`src/rtl/coeff_load_ctrl.sv`:
```
// Loads NUM_COEFF coefficients from BRAM into the coefficient bank and commits the set on the next vsync rise.
// Each coefficient takes FETCH, RD_LAT wait cycles, then XFER; XFER holds until both channels have handshaken.

module coeff_load_ctrl #(
  parameter int NUM_COEFF = 25,
  parameter int RD_LAT    = 1
) (
  input  logic        clk,
  input  logic        rst,
  input  logic        reload_i,
  input  logic [31:0] base_addr_i,
  input  logic        vs_i,
  output logic        bram_en,
  output logic [31:0] bram_addr,
  input  logic [31:0] bram_dout,
  output logic [31:0] filter_addr,
  output logic        filter_addr_valid,
  input  logic        filter_addr_ready,
  output logic [31:0] filter_data,
  output logic        filter_data_valid,
  input  logic        filter_data_ready,
  output logic        commit_o,
  output logic        busy_o
);

  localparam int                IDX_W    = (NUM_COEFF > 1) ? $clog2(NUM_COEFF) : 1;
  localparam logic [IDX_W-1:0]  LAST_IDX = IDX_W'(NUM_COEFF - 1);
  localparam logic [1:0]        LAT_LAST = 2'(RD_LAT - 1);

  typedef enum logic [2:0] {
    IDLE,
    FETCH,
    WAIT,
    XFER,
    ARMED,
    COMMIT
  } state_t;

  state_t           state_q, state_d;
  logic [IDX_W-1:0] idx_q, idx_d;
  logic [31:0]      base_q, base_d;
  logic [31:0]      hold_q, hold_d;
  logic             pending_q, pending_d;
  logic             vs_q, vs_d;
  logic [1:0]       lat_cnt_q, lat_cnt_d;
  logic             addr_done_q, addr_done_d;
  logic             data_done_q, data_done_d;

  logic vs_rise;
  logic addr_hs;
  logic data_hs;
  logic addr_done_now;
  logic data_done_now;

  assign vs_rise = vs_i & ~vs_q;

  // Each channel's valid drops once its own handshake is recorded, independent of the other.
  assign filter_addr_valid = (state_q == XFER) && !addr_done_q;
  assign filter_data_valid = (state_q == XFER) && !data_done_q;
  assign filter_addr       = 32'(idx_q);
  assign filter_data       = hold_q;

  assign addr_hs       = filter_addr_valid & filter_addr_ready;
  assign data_hs       = filter_data_valid & filter_data_ready;
  assign addr_done_now = addr_done_q | addr_hs;
  assign data_done_now = data_done_q | data_hs;

  assign bram_en   = (state_q == FETCH);
  assign bram_addr = base_q + 32'(idx_q);
  assign commit_o  = (state_q == COMMIT);
  assign busy_o    = (state_q != IDLE);

  always_comb begin
    state_d     = state_q;
    idx_d       = idx_q;
    base_d      = base_q;
    hold_d      = hold_q;
    pending_d   = pending_q;
    vs_d        = vs_i;
    lat_cnt_d   = lat_cnt_q;
    addr_done_d = addr_done_q;
    data_done_d = data_done_q;

    unique case (state_q)
      IDLE: begin
        if (reload_i || pending_q) begin
          state_d   = FETCH;
          base_d    = base_addr_i;
          idx_d     = '0;
          pending_d = 1'b0;
        end
      end

      FETCH: begin
        if (reload_i) pending_d = 1'b1;
        lat_cnt_d = 2'd0;
        state_d   = WAIT;
      end

      WAIT: begin
        if (reload_i) pending_d = 1'b1;
        if (lat_cnt_q == LAT_LAST) begin
          hold_d      = bram_dout;
          addr_done_d = 1'b0;
          data_done_d = 1'b0;
          state_d     = XFER;
        end else begin
          lat_cnt_d = lat_cnt_q + 2'd1;
        end
      end

      XFER: begin
        if (reload_i) pending_d = 1'b1;
        if (addr_done_now && data_done_now) begin
          addr_done_d = 1'b0;
          data_done_d = 1'b0;
          if (idx_q == LAST_IDX) begin
            state_d = ARMED;
          end else begin
            idx_d   = idx_q + IDX_W'(1);
            state_d = FETCH;
          end
        end else begin
          addr_done_d = addr_done_now;
          data_done_d = data_done_now;
        end
      end

      ARMED: begin
        // A vsync edge takes priority; a simultaneous reload is deferred through pending.
        if (vs_rise) begin
          state_d = COMMIT;
          if (reload_i) pending_d = 1'b1;
        end else if (reload_i) begin
          state_d   = FETCH;
          base_d    = base_addr_i;
          idx_d     = '0;
          pending_d = 1'b0;
        end
      end

      COMMIT: begin
        if (reload_i) pending_d = 1'b1;
        state_d = IDLE;
      end

      default: state_d = IDLE;
    endcase
  end

  always_ff @(posedge clk or negedge rst) begin
    if (!rst) begin
      state_q     <= IDLE;
      idx_q       <= '0;
      base_q      <= '0;
      hold_q      <= '0;
      pending_q   <= 1'b0;
      vs_q        <= 1'b0;
      lat_cnt_q   <= 2'd0;
      addr_done_q <= 1'b0;
      data_done_q <= 1'b0;
    end else begin
      state_q     <= state_d;
      idx_q       <= idx_d;
      base_q      <= base_d;
      hold_q      <= hold_d;
      pending_q   <= pending_d;
      vs_q        <= vs_d;
      lat_cnt_q   <= lat_cnt_d;
      addr_done_q <= addr_done_d;
      data_done_q <= data_done_d;
    end
  end

endmodule

```
`config.mk`:
```
export PLATFORM = sky130hd
export DESIGN_NAME = coeff_load_ctrl
export DESIGN_NICKNAME = d
export VERILOG_FILES = /design/src/rtl/coeff_load_ctrl.sv
export SDC_FILE = /design/constraint.sdc
export NUM_CORES = 1
export LEC_CHECK = 0
export ABC_AREA = 0
export CAP_MARGIN = 20
export CORE_MARGIN = 2
export CORE_UTILIZATION = 45
export CTS_CLUSTER_DIAMETER = 100
export DETAILED_ROUTE_END_ITERATION = 16
export PLACE_DENSITY = 0.89
export SLEW_MARGIN = 20
export SYNTH_ARGS = -nofsm -noshare
export SYNTH_HDL_FRONTEND = slang
export SYNTH_SLANG_ARGS = --single-unit
```
`constraint.sdc`:
```
create_clock -name clk -period 6.5 [get_ports clk]
set_input_delay 1.3 -clock clk [delete_from_list [all_inputs] [get_ports clk]]
set_output_delay 1.3 -clock clk [all_outputs]
set_load 0.05 [all_outputs]
```
# [Yosys cells after proc, flatten, opt, wreduce, memory -nomap -nowiden]
# Index checks and enable logic that the tools add are counted.
[totals] register_bits=78 wordCells=83
[classes] n_addsub=3 n_eq_ne=14 n_mux=29 bitwise=6 reduce_logical=22
[ops] operator="32-bit 2-to-1 mux" n=3
[ops] operator="32-bit one-hot mux with 2 select lines" n=1
[ops] operator="32-bit by 5-bit adder with 32-bit output" n=1
[ops] operator="5-bit 2-to-1 mux" n=5
[ops] operator="3-bit 2-to-1 mux" n=6
[ops] operator="3-bit one-hot mux with 5 select lines" n=1
[ops] operator="5-bit one-hot mux with 3 select lines" n=1
[ops] operator="2-bit inequality test (second input constant)" n=6
[ops] operator="3-bit nonzero test" n=3
[ops] operator="4-bit AND reduction" n=2
[ops] operator="1-bit 2-to-1 mux" n=7
[ops] operator="3-bit by 2-bit == test with 1-bit output (second input constant)" n=2
[ops] operator="3-bit == test (second input constant)" n=2
[ops] operator="2-bit AND reduction" n=3
[ops] operator="6-bit AND reduction" n=1
[ops] operator="2-bit nonzero test" n=3
[ops] operator="5-bit by 1-bit adder with 5-bit output (second input constant)" n=1
[ops] operator="5-bit == test (second input constant)" n=1
[ops] operator="1-bit one-hot mux with 2 select lines" n=2
[ops] operator="2-bit one-hot mux with 2 select lines" n=1
[ops] operator="4-bit OR reduction" n=1
[ops] operator="1-bit bitwise AND" n=3
[ops] operator="3-bit by 1-bit == test with 1-bit output (second input constant)" n=1
[ops] operator="1-bit logical AND" n=3
[ops] operator="12 further kinds" n=14

# [Longest topological paths before layout]
[logic_depth] ltp_word=7 ltp_mapped=7 mapped_depth_nobuf=6

# [Worst setup path before layout]
# OpenSTA, ideal clock, no wires.
[synth_path] kind="register to output" from="register idx_q[0]" to="output port bram_addr[26]" t_arrival_ns=2.625 setup_slack_ns=2.575 path_stages_with_launch=7 n_path_buf=0 cell_sequence="dfrtp_1 -> ha_1 -> fa_1 -> a21o_1 -> a211oi_2 -> nor3_1 -> xor2_1"
[synth_via] elab_chain_len=1
[synth_lines] element="start, declared" line_no="40" rtl="logic [IDX_W-1:0] idx_q, idx_d;"
[synth_lines] element="start signal, assigned" line_no="164" rtl="idx_q <= idx_d;"
[synth_lines] element="32-bit by 5-bit adder with 32-bit output" line_no="69" rtl="assign bram_addr = base_q + 32'(idx_q);"
[synth_lines] element="end, declared" line_no="14" rtl="output logic [31:0] bram_addr,"
# Every way passes these cells.

# [Worst setup path in the final report]
[layout_path] from="register idx_q[0]" to="output port bram_addr[20]"
# Same word-level chain as after synthesis.

==> flow_summary.json <==
{
  "fin_crit_ns": 4.57,
  "cts_setup_buffers": 0,
  "grt_pass1_vias": 3397,
  "critPathLaunchType": "register",
  "slew_violations": 0,
  "nets": 590,
  "clkSinkCount": 78,
  "cts_made_buffers": 9,
  "wire_per_inst_um": 15.7,
  "yosys-top-cells-area": "dfrtp_1, mux2_2, buf_4",
  "htreeDepth": 3,
  "cpPeakStageDelay_ns": 0.83,
  "die_area_sq_mm": 0.0103,
  "hold_violations": 0,
  "syn_area_sq_mm": 0.00429,
  "row_count": 35,
  "fin_cells": 644,
  "ant_nets": 0,
  "finalSetupViolCount": 0,
  "grt_setup_unrepaired": "no",
  "routed_via_density": 5.24,
  "setup_tns_ns": 0,
  "grt_antenna_before_repair": 0,
  "worstHoldPathType": "register to register",
  "total_power_mw": 3.46,
  "dieHeight_um": 102,
  "crit_slowest_cell": "clkdlybuf4s50_1",
  "finalCritPeriodShare": 0.703,
  "seqCellArea_sq_mm": 0.00195,
  "ys.flop_type": "dfrtp_1",
  "multi_input_area_sq_mm": 0.00210,
  "clkTransAtPathRegs_ns": 0.09,
  "die_w_um": 102,
  "irDropWorstVdd_v": 0.000370,
  "synth_edf_count": 0,
  "cp.depth": 7,
  "crit_buf_inv": 1,
  "place_inst": 628,
  "fin_ws_ns": 1.93,
  "crit_chain": "ha_1, fa_1, a21o_1, a211o_1, nand4_1, xnor2_1, clkdlybuf4s50_1",
  "antenna_cells": 0,
  "synth_area_leader_cell": "dfrtp_1",
  "ios": 171,
  "skew_ns": 0.0118,
  "postSynthCellCount": 370,
  "fillCellCount": 738,
  "cts_tree": "yes",
  "clockRootBuffer": "clkbuf_8",
  "critPathMaxFanout": 8,
  "crit_arrival_ns": 3.27,
  "ctsResizeCount": 0,
  "synth-seq-cells": 78,
  "outcome": "finished, final reports clean",
  "drc_errors": 0,
  "maxSlewHeadroom": 0.374,
  "worst_ep_required_time_ns": 5.20,
  "cp-end-kind": "output port",
  "ys_seq_area_frac": 0.455,
  "p_per_area_mw_per_mm2": 587,
  "area_delta_synth_final_pct": 37.3,
  "clk_latency_ns": 0.34,
  "fmax_mhz": 219,
  "grt_max_degree": 79,
  "synth.avg_cell_area_sq_um": 11.6,
  "drt_wl_total_um": 10100,
  "yosysTopAreaCellShare": 0.455,
  "cap_viol_max_count": 0,
  "rr_worst_depth": 3,
  "tightest_slew_ns": 0.937,
  "grt_pass1_wl_um": 16000,
  "vias": 3375,
  "place.gp.congestion": 0.857,
  "yosysWarnings": 0,
  "leakage_nw": 2.44,
  "start_util": 0.465,
  "track_usage": 0.197,
  "yosysUniqueCellTypes": 53,
  "synth-async-reset-ratio": 1.00,
  "grt-ovfl-total": 0,
  "setup.worst_path.class": "register to output port",
  "coreArea_sq_mm": 0.00924,
  "cpLargestDelayFamily": "buffers and inverters",
  "yosysMostFrequentCell": "dfrtp_1",
  "clock_path_buffers": 2,
  "post-place-ws_ns": 2.29,
  "port_buffers": 143,
  "dp_hpwl_um": 7440,
  "utilization": 0.638,
  "drtIter0Drc": 87,
  "drive_above_1_share": 0.171,
  "holdBufCountCts": 0,
  "synthTopCellsByCount": "dfrtp_1, mux2_2, buf_4, xnor2_1",
  "holdPathStages": 2,
  "dr.pass1.iters": 4
}
## worst register-to-register path: stages (launching register included)
cell and delay [ns]:
dfrtp_1 0.57, or2_1 0.40, nor2_4 0.76, mux2_2 0.44
## metal layers
layer / GRT usage / wire [um] / vias up
li1: - / - / 1566
met1: 0.242 / 4020 / 1636
met2: 0.322 / 5010 / 154
met3: 0.0600 / 866 / 19
met4: 0.0790 / 197 / 0
met5: 0 / 0 / -
## layout make-up
class	instances	share of cell area
Clock buffer	10	0.0216
Timing Repair Buffer	146	0.248
Clock inverter	5	0.0104
Sequential cell	78	0.331
Multi-Input combinational cell	269	0.357
Inverter	7	0.00446
Tap cell	129	0.0274
## power by group
group,switching [mW],internal [mW]
Sequential,0.215,0.713
Combinational,1.35,0.821
Clock,0.183,0.176
## cell families after synthesis
group                    count (synthesis)  synth area share
AO/OA/AOI/OAI                           40            0.0662
adder cells (fa/ha/maj)                  9            0.0280
buffers and inverters                   49            0.0781
XOR/XNOR                                30            0.0612
AND/OR/NAND/NOR                         94             0.131
multiplexers                            69             0.180
other                                    1          0.000874
flip-flops                              78             0.455
## path summary, 6_finish.rpt
path | from | to | slack, ns
worst min-delay path | lat_cnt_q[0] | lat_cnt_q[0] | 0.49
worst max-delay path | idx_q[0] | bram_addr[20] | 1.93
min in group asynchronous | rst | base_q[25] | 0.88
max in group asynchronous | rst | base_q[10] | 5.01
worst max register to register | state_q[0] | base_q[9] | 4.21
worst min register to register | lat_cnt_q[0] | lat_cnt_q[0] | 0.49
## cell usage in the layout (no fill, tap or decap), types with 3 or more instances in the layout
cell               n
nor2_1            11
nand2_1           13
mux2_2            64
xnor2_1           24
nand4_1           13
nor3_1             7
inv_1              7
clkbuf_8           9
a21oi_1            5
o21bai_1           3
and4_1            10
dfrtp_1           78
xor2_1             6
clkinvlp_4         3
buf_4              3
and2_1             4
o22a_1             3
conb_1            27
ha_1               8
o21ai_0           11
and3_1            10
nand3_1           12
o22ai_1            3
clkdlybuf4s50_1  142
mux2i_1            5
## stage by stage
stage          hold WS [ns]  cell area (sq um)
3_3_place_gp          0.461               5690
4_1_cts               0.499               5880
3_5_place_dp          0.479               5690
2_1_floorplan         0.450               4390
5_1_grt               0.538               5900
6_report              0.494               5900
## flip-flops by register name, summed over array words and instances, names as in the netlist
| name | cells |
|---|---|
| lat_cnt_q | 2 |
| state_q | 3 |
| idx_q | 5 |
| addr_done_q | 1 |
| vs_q | 1 |
| pending_q | 1 |
| data_done_q | 1 |
| filter_data | 32 |
| base_q | 32 |
No activity file was read; power rests on OpenSTA's default activity.
